File: src/rtl/lock_access_controller.sv
// Keypad door lock sequencer: edge-detects keys, buffers a 4-digit entry, checks it, and times unlock/lockout.
// Latency: a switch sampled high at one edge is acted on (state and display) at the following edge.
// Backpressure: none; events that arrive in states that do not use them are dropped.
module lock_access_controller #(
  parameter logic [15:0] CODE_DEFAULT   = 16'h2601,
  parameter int          MAX_FAIL       = 3,
  parameter int          UNLOCK_CYCLES  = 50000000,
  parameter int          LOCKOUT_CYCLES = 500000000
) (
  input  logic       clk,
  input  logic       rst,
  input  logic [9:0] key,
  input  logic       enter,
  input  logic       clear,
  input  logic       prog,
  output logic       unlock,
  output logic       locked_out,
  output logic [3:0] fail_cnt,
  output logic [6:0] h1,
  output logic [6:0] h2,
  output logic [6:0] h3,
  output logic [6:0] h4
);

  localparam int TMAX = (UNLOCK_CYCLES > LOCKOUT_CYCLES) ? UNLOCK_CYCLES : LOCKOUT_CYCLES;
  localparam int TW   = (TMAX > 1) ? $clog2(TMAX) : 1;

  localparam logic [6:0] SEG_DASH  = 7'b1111110;
  localparam logic [6:0] SEG_BLANK = 7'b1111111;

  typedef enum logic [2:0] {IDLE, ENTRY, CHECK, OPEN, PROGRAM, LOCKOUT} state_t;

  state_t          state, state_n;
  logic [15:0]     buffer, buffer_n, code, code_n;
  logic [2:0]      count, count_n;
  logic [3:0]      fail_n, fail_inc;
  logic [TW-1:0]   timer, timer_n;
  logic [3:0][6:0] disp, disp_n;
  logic [9:0]      key_q, key_qq, key_ev;
  logic            enter_q, enter_qq, clear_q, clear_qq, prog_q, prog_qq;
  logic            enter_ev, clear_ev, prog_ev, dig_vld;
  logic [3:0]      dig;
  logic [15:0]     appended;

  function automatic logic [6:0] seg7(input logic [3:0] d);
    case (d)
      4'd0: seg7 = 7'b0000001;
      4'd1: seg7 = 7'b1001111;
      4'd2: seg7 = 7'b0010010;
      4'd3: seg7 = 7'b0000110;
      4'd4: seg7 = 7'b1001100;
      4'd5: seg7 = 7'b0100100;
      4'd6: seg7 = 7'b0100000;
      4'd7: seg7 = 7'b0001111;
      4'd8: seg7 = 7'b0000000;
      4'd9: seg7 = 7'b0000100;
      default: seg7 = SEG_BLANK;
    endcase
  endfunction

  // Two-stage input sampling; the second stage is the edge-detect reference.
  always_ff @(posedge clk) begin
    if (rst) begin
      key_q <= '0; key_qq <= '0;
      enter_q <= 1'b0; enter_qq <= 1'b0;
      clear_q <= 1'b0; clear_qq <= 1'b0;
      prog_q  <= 1'b0; prog_qq  <= 1'b0;
    end else begin
      key_q <= key;     key_qq <= key_q;
      enter_q <= enter; enter_qq <= enter_q;
      clear_q <= clear; clear_qq <= clear_q;
      prog_q  <= prog;  prog_qq  <= prog_q;
    end
  end

  // Rising-edge events; a digit counts only when exactly one key rose.
  always_comb begin
    key_ev   = key_q & ~key_qq;
    enter_ev = enter_q & ~enter_qq;
    clear_ev = clear_q & ~clear_qq;
    prog_ev  = prog_q & ~prog_qq;
    dig_vld  = (key_ev != 10'd0) && ((key_ev & (key_ev - 10'd1)) == 10'd0);
    dig      = 4'd0;
    for (int i = 0; i < 10; i++) begin
      if (key_ev[i]) dig = 4'(i);
    end
    appended = buffer | ({dig, 12'h000} >> {count, 2'b00});
    fail_inc = (fail_cnt == 4'(MAX_FAIL)) ? fail_cnt : fail_cnt + 4'd1;
  end

  // Next-state logic: clear beats enter beats digit.
  always_comb begin
    state_n  = state;
    buffer_n = buffer;
    count_n  = count;
    code_n   = code;
    fail_n   = fail_cnt;
    timer_n  = timer;
    case (state)
      IDLE: begin
        if (!clear_ev && !enter_ev && dig_vld) begin
          buffer_n = {dig, 12'h000};
          count_n  = 3'd1;
          state_n  = ENTRY;
        end
      end
      ENTRY: begin
        if (clear_ev) begin
          buffer_n = '0;
          count_n  = '0;
          state_n  = IDLE;
        end else if (enter_ev) begin
          state_n = CHECK;
        end else if (dig_vld && count < 3'd4) begin
          buffer_n = appended;
          count_n  = count + 3'd1;
        end
      end
      CHECK: begin
        buffer_n = '0;
        count_n  = '0;
        if (count == 3'd4 && buffer == code) begin
          fail_n  = '0;
          timer_n = TW'(UNLOCK_CYCLES - 1);
          state_n = OPEN;
        end else begin
          fail_n = fail_inc;
          if (fail_inc == 4'(MAX_FAIL)) begin
            timer_n = TW'(LOCKOUT_CYCLES - 1);
            state_n = LOCKOUT;
          end else begin
            state_n = IDLE;
          end
        end
      end
      OPEN: begin
        if (timer == '0) begin
          state_n = IDLE;
        end else begin
          timer_n = timer - 1'b1;
          if (prog_ev) state_n = PROGRAM;
        end
      end
      PROGRAM: begin
        if (clear_ev) begin
          buffer_n = '0;
          count_n  = '0;
        end else if (enter_ev) begin
          if (count == 3'd4) code_n = buffer;
          buffer_n = '0;
          count_n  = '0;
          state_n  = IDLE;
        end else if (dig_vld && count < 3'd4) begin
          buffer_n = appended;
          count_n  = count + 3'd1;
        end
      end
      LOCKOUT: begin
        if (timer == '0) begin
          fail_n  = '0;
          state_n = IDLE;
        end else begin
          timer_n = timer - 1'b1;
        end
      end
      default: state_n = IDLE;
    endcase
  end

  // Display image for the state being entered; CHECK keeps whatever was shown.
  always_comb begin
    disp_n = disp;
    case (state_n)
      IDLE, ENTRY, PROGRAM: begin
        for (int i = 0; i < 4; i++) begin
          if (3'(i) < count_n) disp_n[i] = seg7(buffer_n[15 - 4*i -: 4]);
          else                 disp_n[i] = (state_n == PROGRAM) ? SEG_BLANK : SEG_DASH;
        end
      end
      OPEN:    disp_n = {7'b1101010, 7'b0110000, 7'b0011000, 7'b0000001};
      LOCKOUT: disp_n = {7'b1110001, 7'b1001111, 7'b0001000, 7'b0111000};
      default: disp_n = disp;
    endcase
  end

  // State, datapath and registered outputs.
  always_ff @(posedge clk) begin
    if (rst) begin
      state      <= IDLE;
      buffer     <= '0;
      count      <= '0;
      code       <= CODE_DEFAULT;
      fail_cnt   <= '0;
      timer      <= '0;
      unlock     <= 1'b0;
      locked_out <= 1'b0;
      disp       <= {4{SEG_DASH}};
    end else begin
      state      <= state_n;
      buffer     <= buffer_n;
      count      <= count_n;
      code       <= code_n;
      fail_cnt   <= fail_n;
      timer      <= timer_n;
      unlock     <= (state_n == OPEN);
      locked_out <= (state_n == LOCKOUT);
      disp       <= disp_n;
    end
  end

  assign h1 = disp[0];
  assign h2 = disp[1];
  assign h3 = disp[2];
  assign h4 = disp[3];

endmodule

File: config.mk
export PLATFORM = sky130hd
export DESIGN_NAME = lock_access_controller
export DESIGN_NICKNAME = d
export VERILOG_FILES = /design/src/rtl/lock_access_controller.sv
export SDC_FILE = /design/constraint.sdc
export NUM_CORES = 1
export LEC_CHECK = 0
export CAP_MARGIN = 40
export CORE_UTILIZATION = 55
export CTS_CLUSTER_DIAMETER = 30
export CTS_CLUSTER_SIZE = 12
export DETAILED_ROUTE_END_ITERATION = 10
export GPL_ROUTABILITY_DRIVEN = 0
export PLACE_DENSITY = 0.78
export SETUP_SLACK_MARGIN = 0.15
export SLEW_MARGIN = 20
export SYNTH_ARGS = -nofsm -noshare
export SYNTH_HDL_FRONTEND = slang
export SYNTH_SLANG_ARGS = --single-unit
File: constraint.sdc
create_clock -name clk -period 4.65 [get_ports clk]
set_clock_uncertainty 0.05 [all_clocks]
set_input_delay 0.6975 -clock clk [delete_from_list [all_inputs] [get_ports clk]]
set_output_delay 0.6975 -clock clk [all_outputs]
set_load 0.05 [all_outputs]
; ---- Word-level counts from Yosys, hierarchy flattened
; Memory sizes are Yosys's and may differ from the RTL's.
; Index checks and enable logic that the tools add are counted.
[totals]
register_bits = 127
mem_bits_ro = 448
output_inout_bits = 34
wordCells = 129
input_bits = 15
n_memories = 4
[mem_list]
columns = name, depth, width, rd, rd_clocked_by_memory_dff, write_ports, line_no
row1 = (no name shown), 16, 7, 1, 0, 0, 46  ; case (d)
row2 = (no name shown), 16, 7, 1, 0, 0, 46
row3 = (no name shown), 16, 7, 1, 0, 0, 46
row4 = (no name shown), 16, 7, 1, 0, 0, 46
[classes]
add_sub_neg = 4
n_lt_le_gt_ge = 5
n_mux = 48
n_reduce_logical = 20
shifts = 1
eq_ne = 16
bitwise_logic = 11
[ops]
columns = operator, n
row1 = $mux W16, 6
row2 = $mux W29, 3
row3 = $pmux W28 S3, 1
row4 = $pmux W16 S4, 1
row5 = $pmux W29 S2, 1
row6 = $mux W3, 16
row7 = $mux W4, 11
row8 = $logic_not A29 Y1, 1
row9 = $sub A29 B1 Y29 const B, 1
row10 = $mux W7, 4
row11 = $and A10 B10 Y10, 2
row12 = $pmux W3 S6, 1
row13 = $eq A16 B16 Y1, 1
row14 = $or A16 B16 Y16, 1
row15 = $shr A16 B5 Y16, 1
row16 = $eq A3 B3 Y1 const B, 5
row17 = $pmux W3 S4, 1
row18 = $logic_not A10 Y1, 1
row19 = $not A10 Y10, 1
row20 = $reduce_bool A10 Y1, 1
row21 = $sub A10 B1 Y10 const B, 1
row22 = $eq A3 B2 Y1 const B, 3
row23 = $eq A4 B2 Y1 const B, 2
row24 = $pmux W4 S2, 1
row25 = other kinds (21), 38

; ---- Logic depth before layout (Yosys ltp)
; Gate-level depths: netlist of run 1.
; An unclocked memory read counts as a cell.
[depth]
depth_word = 20
depth_mapped = 14
mapped_depth_nobuf = 12

; ---- Worst setup path after synthesis of run 1
; OpenSTA, ideal clock, no wires.
[synth_path]
path_type = register to register
start = register key_q[4]
end = register disp, in the netlist h1[3]
required_ns = 4.474
synth_period_minus_slack_ns = 3.263
path_stages_with_launch = 13
setup_slack_ns = 1.387
n_path_buf = 1
setup_time_ns = 0.126
arrival_ns = 3.087
cell_sequence = dfxtp_1 nor2b_1 maj3_1 a211oi_1 nand4_1 o41a_1 buf_2 a22oi_1 inv_1 ha_1 mux2_2 a32oi_1 nand2_1
[synth_via]
elab_chain_len = 16
elab_cells_between_ends = 43
classes_between = 1 x add/sub / 1 x order compare / 4 x eq/ne / 1 x shift / 24 x mux / 3 x bitwise / 8 x reduce/logical / 1 x memory
[synth_lines]
columns = element, line_no
row1 = start: declaration, 39  ; logic [9:0] key_q, key_qq, key_ev;
row2 = start signal: assignment, 69  ; key_q <= key; key_qq <= key_q;
row3 = $and A10 B10 Y10 *, 78  ; key_ev = key_q & ~key_qq;
row4 = $mux W4 (6 in series), 85  ; if (key_ev[i]) dig = 4'(i);
row5 = $shr A16 B5 Y16, 87  ; appended = buffer | ({dig, 12'h000} >> {count, 2'b00});
row6 = $or A16 B16 Y16, 87
row7 = $mux W16, "114, 153"
row8 = "$mux W16, on equally long branches", "148, 112"
row9 = "$mux W16, on equally long branches", "145, 108"
row10 = $pmux W16 S4 *, 99  ; case (state)
row11 = named net buffer_n[13], 34  ; logic [15:0] buffer, buffer_n, code, code_n;
row12 = $mem_v2 Z16 W7 *, -
row13 = $mux W7 *, 176  ; if (3'(i) < count_n) disp_n[i] = seg7(buffer_n[15 - 4*i -: 4]);
row14 = $pmux W28 S3 *, 173  ; case (state_n)
row15 = end signal: assignment, 197  ; disp <= {4{SEG_DASH}};
row16 = end signal: assignment, 207  ; disp <= disp_n;
row17 = end: declaration, 38  ; logic [3:0][6:0] disp, disp_n;
; The timed path passes the listed nets; every way through them passes the cells marked *.
; A chain may end at the register's enable or synchronous reset.

; ---- Worst setup path in the final report of run 1
; Ends and elaborated chain as after synthesis.

==> metrics.yaml, run 1 <==
final_layout:
  synthToLayoutAreaGrowth_pct: 18.1
  multi_input_area_um2: 3880
  fill_cells: 928
  regArea_um2: 2540
  drive_gt1_share_pct: 8.85
  final_cell_mix: "127 x dfxtp_1, 88 x nor2_1, 53 x nand2_1"
  design_area_um2: 7880
  final_cells: 979
  nets: 865
  final_common_cell: "dfxtp_1"
  n_antenna_cell: 0
setup_path:
  cp_data_arrival_time_ns: 3.99
  required_ns: 4.89
  critical_path_class: "reg2reg"
  start_kind: "register"
  end_kind: "register"
  crit_fanout: 19
clock_tree:
  clk_pin_slew_worst_paths_ns: 0.05
  clock_sinks: 127
  hold_buffers: 0
  cts_tree: "built"
  post_cts_buffers: 0
  cts_resized: 0
  clkLatencyLatePin_ns: 0.42
  cts-buffers-inserted: 17
  clock_path_buffers: 2
  htreeDepth: 4
  cts_root_buf: "clkbuf_16"
logic_synthesis:
  synth_area_leaders: "dfxtp_1 38%, ha_1 5.1%, nor2_1 5.0%"
  netlist_area_um2: 6670
  synthCells: 783
  async_reset_ff_share_pct: 0
  ys_ff_latch: 127
  synth.top_cell.area_share_pct: 38.1
  synthFlopType: "dfxtp_1"
  synth-edff-count: 0
  ys_seq_area_share_pct: 38.1
  synth_cell_types: 78
  yosysTopAreaCell: "dfxtp_1"
  avgSynthCellArea_um2: 8.52
  yosys_warnings: 0
  synthesis.nets: 825
timing:
  max-slew-margin-rel_pct: 37.4
  setup_viol: 0
  worst_slew_pin_slew_ns: 0.939
  fin_crit_sh_pct: 80.7
  post-route-min-period_ns: 3.75
  finalHoldViolations: 0
  fmax_ghz: 0.267
  rsz0062_at_grt: "false"
  drv_slew: 0
  worst_slack_ns: 0.900
  timing.setup.tns_ns: 0
status:
  violations: "DRC"
  status: "finished with violations"
placed_design:
  hpwl_um: 11800
  dp_slack_ns: 0.789
  io_buffer_count: 48
  dp_cells: 945
  placed_cell_area_um2: 7260
routing:
  wl_per_cell_um: 17.7
  first_pass_iters: 8
  vias_per_cell: 6.19
  routed_wl_um: 17300
  drtIter0Drc: 621
  drt_drc_violations_left: 2
  postRouteAntennaNets: 0
  route.vias.total: 6056
floorplanning:
  core_um2: 11600
  dieArea_um2: 12600
  io_pins: 49
  die_x_um: 112
  rows: 39
  initial_core_util_pct: 57.4
  die_h_um: 112
grt:
  grt_max_degree: 55
  grt_antenna_before_repair: 0
  grt_pass1_wl_um: 28500
  globalRouteOverflowTotal: 0
  grt_pass1_vias: 5870
  grtUsageTotal_pct: 28.5
min_path:
  hp-class: "reg2reg"
power_and_ir_drop:
  powerDensity_nw_per_um2: 354
  ir_worst_vdd_uv: 315
  leakagePower_nw: 3.15
job:
  drv_cap: 0
layer usage:
layer / vias up / share of wire, % / track usage [%] / wire [um]
met5: - / 0 / 0 / 0
met4: 0 / 3.2 / 14.0 / 553
met3: 54 / 6.2 / 7.29 / 1080
met2: 255 / 48 / 47.8 / 8260
met1: 2852 / 43 / 34.2 / 7410
li1: 2895 / - / - / -
cells in the mapped netlist (13+ instances only):
cell type	number
xor2_1	18
xnor2_1	14
nand3_1	19
ha_1	27
o21ai_0	29
nor2b_1	42
clkbuf_1	34
mux2i_1	24
a32oi_1	13
nor2_1	88
inv_1	24
nand2_1	53
nor3_1	23
nand2b_1	22
dfxtp_1	127
nor4_1	17
a21oi_1	48
sequential cells by signal, summed over array words and instances, names as in the netlist, 10 cells and up:
name	cells
buffer	16
code	16
key_q	10
key_qq	10
timer	29
per-stage QoR:
step	total power, mW	hold WS [ns]	utilization [%]
after floorplan	1.36	0.380	-
after global placement	1.44	0.396	62.5
after detailed placement	1.44	0.409	62.5
after CTS	2.79	0.420	67.6
after global routing	2.88	0.429	67.8
final	2.79	0.419	67.8
final cells by class:
cell class | instances | share of cell area [%]
Multi-Input combinational cell | 591 | 49.3
Sequential cell | 127 | 32.3
Timing Repair Buffer | 62 | 7.43
Clock buffer | 26 | 6.21
Tap cell | 143 | 2.27
Clock inverter | 6 | 1.33
Inverter | 24 | 1.14
worst max-delay path: stages (launching register included):
cell and delay, ns:
dfxtp_1 0.31, nor2b_1 0.15, maj3_1 0.37, a211oi_1 0.29, nand4_1 0.28, o41a_1 0.48
buf_8 0.21, a22oi_1 0.51, inv_1 0.13, ha_1 0.32, mux2_2 0.27, a32oi_1 0.19
nand2_1 0.07
cells by family after synthesis:
group | synth area share, %
AOI/OAI and AO/OA | 19.2
xor gates and xnor gates | 4.20
adders and majority gates | 5.37
buffers and inverters | 3.85
DFF | 38.1
muxes | 5.16
and+or+nand+nor | 24.1
final timing paths:
check / startpoint / endpoint / slack, ns / cells after the start
min: h1[5] / h1[5] / 0.42 / 2
max reg2reg: key_q[4] / h1[3] / 0.90 / 12
max: key_q[4] / h1[3] / 0.90 / 12
min reg2reg: h1[5] / h1[5] / 0.42 / 2
where the power goes:
part | leakage (nW) | internal [mW] | switching [mW]
registers | 1.03 | 1.12 | 0.0252
logic | 1.83 | 0.106 | 0.186
clock network | 0.292 | 0.883 | 0.470
total | 3.15 | 2.11 | 0.681
(Power assumes the default switching activity.)
==> run 2: changes to the inputs <==
- clock period: 4.65 -> 3.82 ns (I/O delays scaled with it)
==> run 2 against run 1 <==
The run still ends with DRC left. First-iteration DRC count decreased by 6.1%. Utilization increased by 0.97 points. Hold slack got worse by 0.0089 ns. Sequential power increased by 22%. Critical path type unchanged. Largest cell class unchanged. Highest routed layer unchanged.
==> metrics.yaml, run 2 (synthesis gave the netlist of run 1 again) <==
clock_tree:
  clock_path_buffers: 2  # unchanged
  htreeDepth: 4  # unchanged
  cts-buffers-inserted: 17  # unchanged
  cts_root_buf: "clkbuf_16"
  cts_tree: "built"
  clk_pin_slew_worst_paths_ns: 0.05  # about the same
  clock_sinks: 127  # unchanged
  clkLatencyLatePin_ns: 0.42  # about the same
routing:
  drt_drc_violations_left: 2  # unchanged
  wl_per_cell_um: 17.9  # +0.97%
  vias_per_cell: 6.19  # +0.13%
  postRouteAntennaNets: 0  # unchanged
  first_pass_iters: 9  # +1
  route.vias.total: 6126  # +1.2%
  drtIter0Drc: 583  # -6.1%
  routed_wl_um: 17700  # +2.0%
status:
  violations: "DRC"
  status: "finished with violations"
setup_path:
  ff2ff_setup_slack_ns: 0.34  # -0.56 ns
  crit_fanout: 9  # -10
  end_kind: "register"
  critical_path_class: "reg2reg"
  cp_data_arrival_time_ns: 3.73  # -0.26 ns
  required_ns: 4.07  # -0.82 ns
  start_kind: "register"
placed_design:
  hpwl_um: 11900  # +0.63%
  io_buffer_count: 48  # unchanged
  placed_cell_area_um2: 7360  # +1.3%
floorplanning:
  die_x_um: 112  # unchanged
  rows: 39  # unchanged
  die_h_um: 112  # unchanged
  core_um2: 11600  # unchanged
  initial_core_util_pct: 57.4  # unchanged
  io_pins: 49  # unchanged
  dieArea_um2: 12600  # unchanged
timing:
  post-route-min-period_ns: 3.48  # -0.270 ns
  max-slew-margin-rel_pct: 48.9  # +12 points
  holdWs_ns: 0.410  # -0.00891 ns
  finalHoldViolations: 0  # unchanged
  worst_slew_pin_slew_ns: 0.766  # -0.173 ns
  setup_viol: 0  # unchanged
  timing.setup.tns_ns: 0  # unchanged
  rsz0062_at_grt: "true"
  fmax_ghz: 0.287  # +7.8%
  drv_slew: 0  # unchanged
  fin_crit_sh_pct: 91.1  # +10 points
final_layout:
  drive_gt1_share_pct: 10.6  # +1.8 points
  design_area_um2: 7990  # +1.4%
  finish.utilization_pct: 68.8  # +0.97 points
  largest_reg_flops: 29  # unchanged
  final_common_cell: "dfxtp_1"
  final_cell_mix: "127 x dfxtp_1, 88 x nor2_1, 53 x nand2_1"
  n_antenna_cell: 0  # unchanged
  synthToLayoutAreaGrowth_pct: 19.8
  top_regs: "timer x29, buffer x16, code x16"
  nets: 876  # +1.3%
  regMostFlops: "timer"
job:
  drv_cap: 0  # unchanged
power_and_ir_drop:
  power_mw: 3.41  # +22%
  ir_worst_vdd_uv: 335  # +6.2%
  powerDensity_nw_per_um2: 427  # +21%
  leakagePower_nw: 3.21  # +1.8%
grt:
  grt_pass1_vias: 5836  # -0.58%
  grtUsageTotal_pct: 29.0  # +0.45 points
  grt_max_degree: 72  # +31%
  grt_antenna_before_repair: 0  # unchanged
  grt_pass1_wl_um: 28800  # +1.1%
  globalRouteOverflowTotal: 0  # unchanged
min_path:
  hp-class: "reg2reg"
==> run 2: critical path, cell delays in order, from the launching register on <==
cell	delay [ns]
dfxtp_1	0.31
nor2b_1	0.14
maj3_1	0.37
a211oi_1	0.30
nand4_1	0.21
o41a_4	0.48
a22oi_1	0.52
ha_1	0.27
mux2i_1	0.07
a211o_1	0.32
a221o_1	0.31
==> run 2: final cells by class <==
cell class	instances	area [um2]
clock buffer	25	495
tap	143	179
inverter	24	90.1
sequential	127	2540
timing repair buffer	73	663
fill	906	3620
multi-input combinational	591	3910
clock inverter	6	105
==> run 2: per-stage QoR <==
step,setup slack (ns),std cells
after CTS,0.248,989
after global placement,0.382,958
after detailed placement,0.164,958
after floorplan,0.557,783
after global routing,0.138,989
final,0.340,989
==> run 2: path summary, 6_finish.rpt <==
check                           startpoint   endpoint  cells past startpoint
worst max-delay path              key_q[4]      h3[2]                     10
worst min register to register    key_q[9]  key_qq[9]                      1
worst min-delay path              key_q[9]  key_qq[9]                      1
worst max register to register    key_q[4]      h3[2]                     10
==> run 2: metal layers <==
metal / vias up / track usage [%] / wire [um]
met5: - / 0 / 0
met4: 0 / 13.0 / 452
met3: 43 / 6.43 / 1150
met2: 275 / 49.2 / 8540
met1: 2890 / 35.3 / 7510
li1: 2918 / - / -
==> run 2: what timing repair did <==
item / in CTS / in global routing
gates cloned: 0 / 0
setup endpoints to repair: 1 / 11
endpoints found under the hold margin: 0 / 0
hold buffers: 0 / 0
resized for setup: 1 / 5
setup buffers: 0 / 0
==> run 2: power breakdown <==
part	switching (mW)	total (mW)	internal [mW]
Combinational	0.234	0.370	0.135
Sequential	0.0274	1.39	1.36
Clock	0.563	1.65	1.09
Total	0.824	3.41	2.58
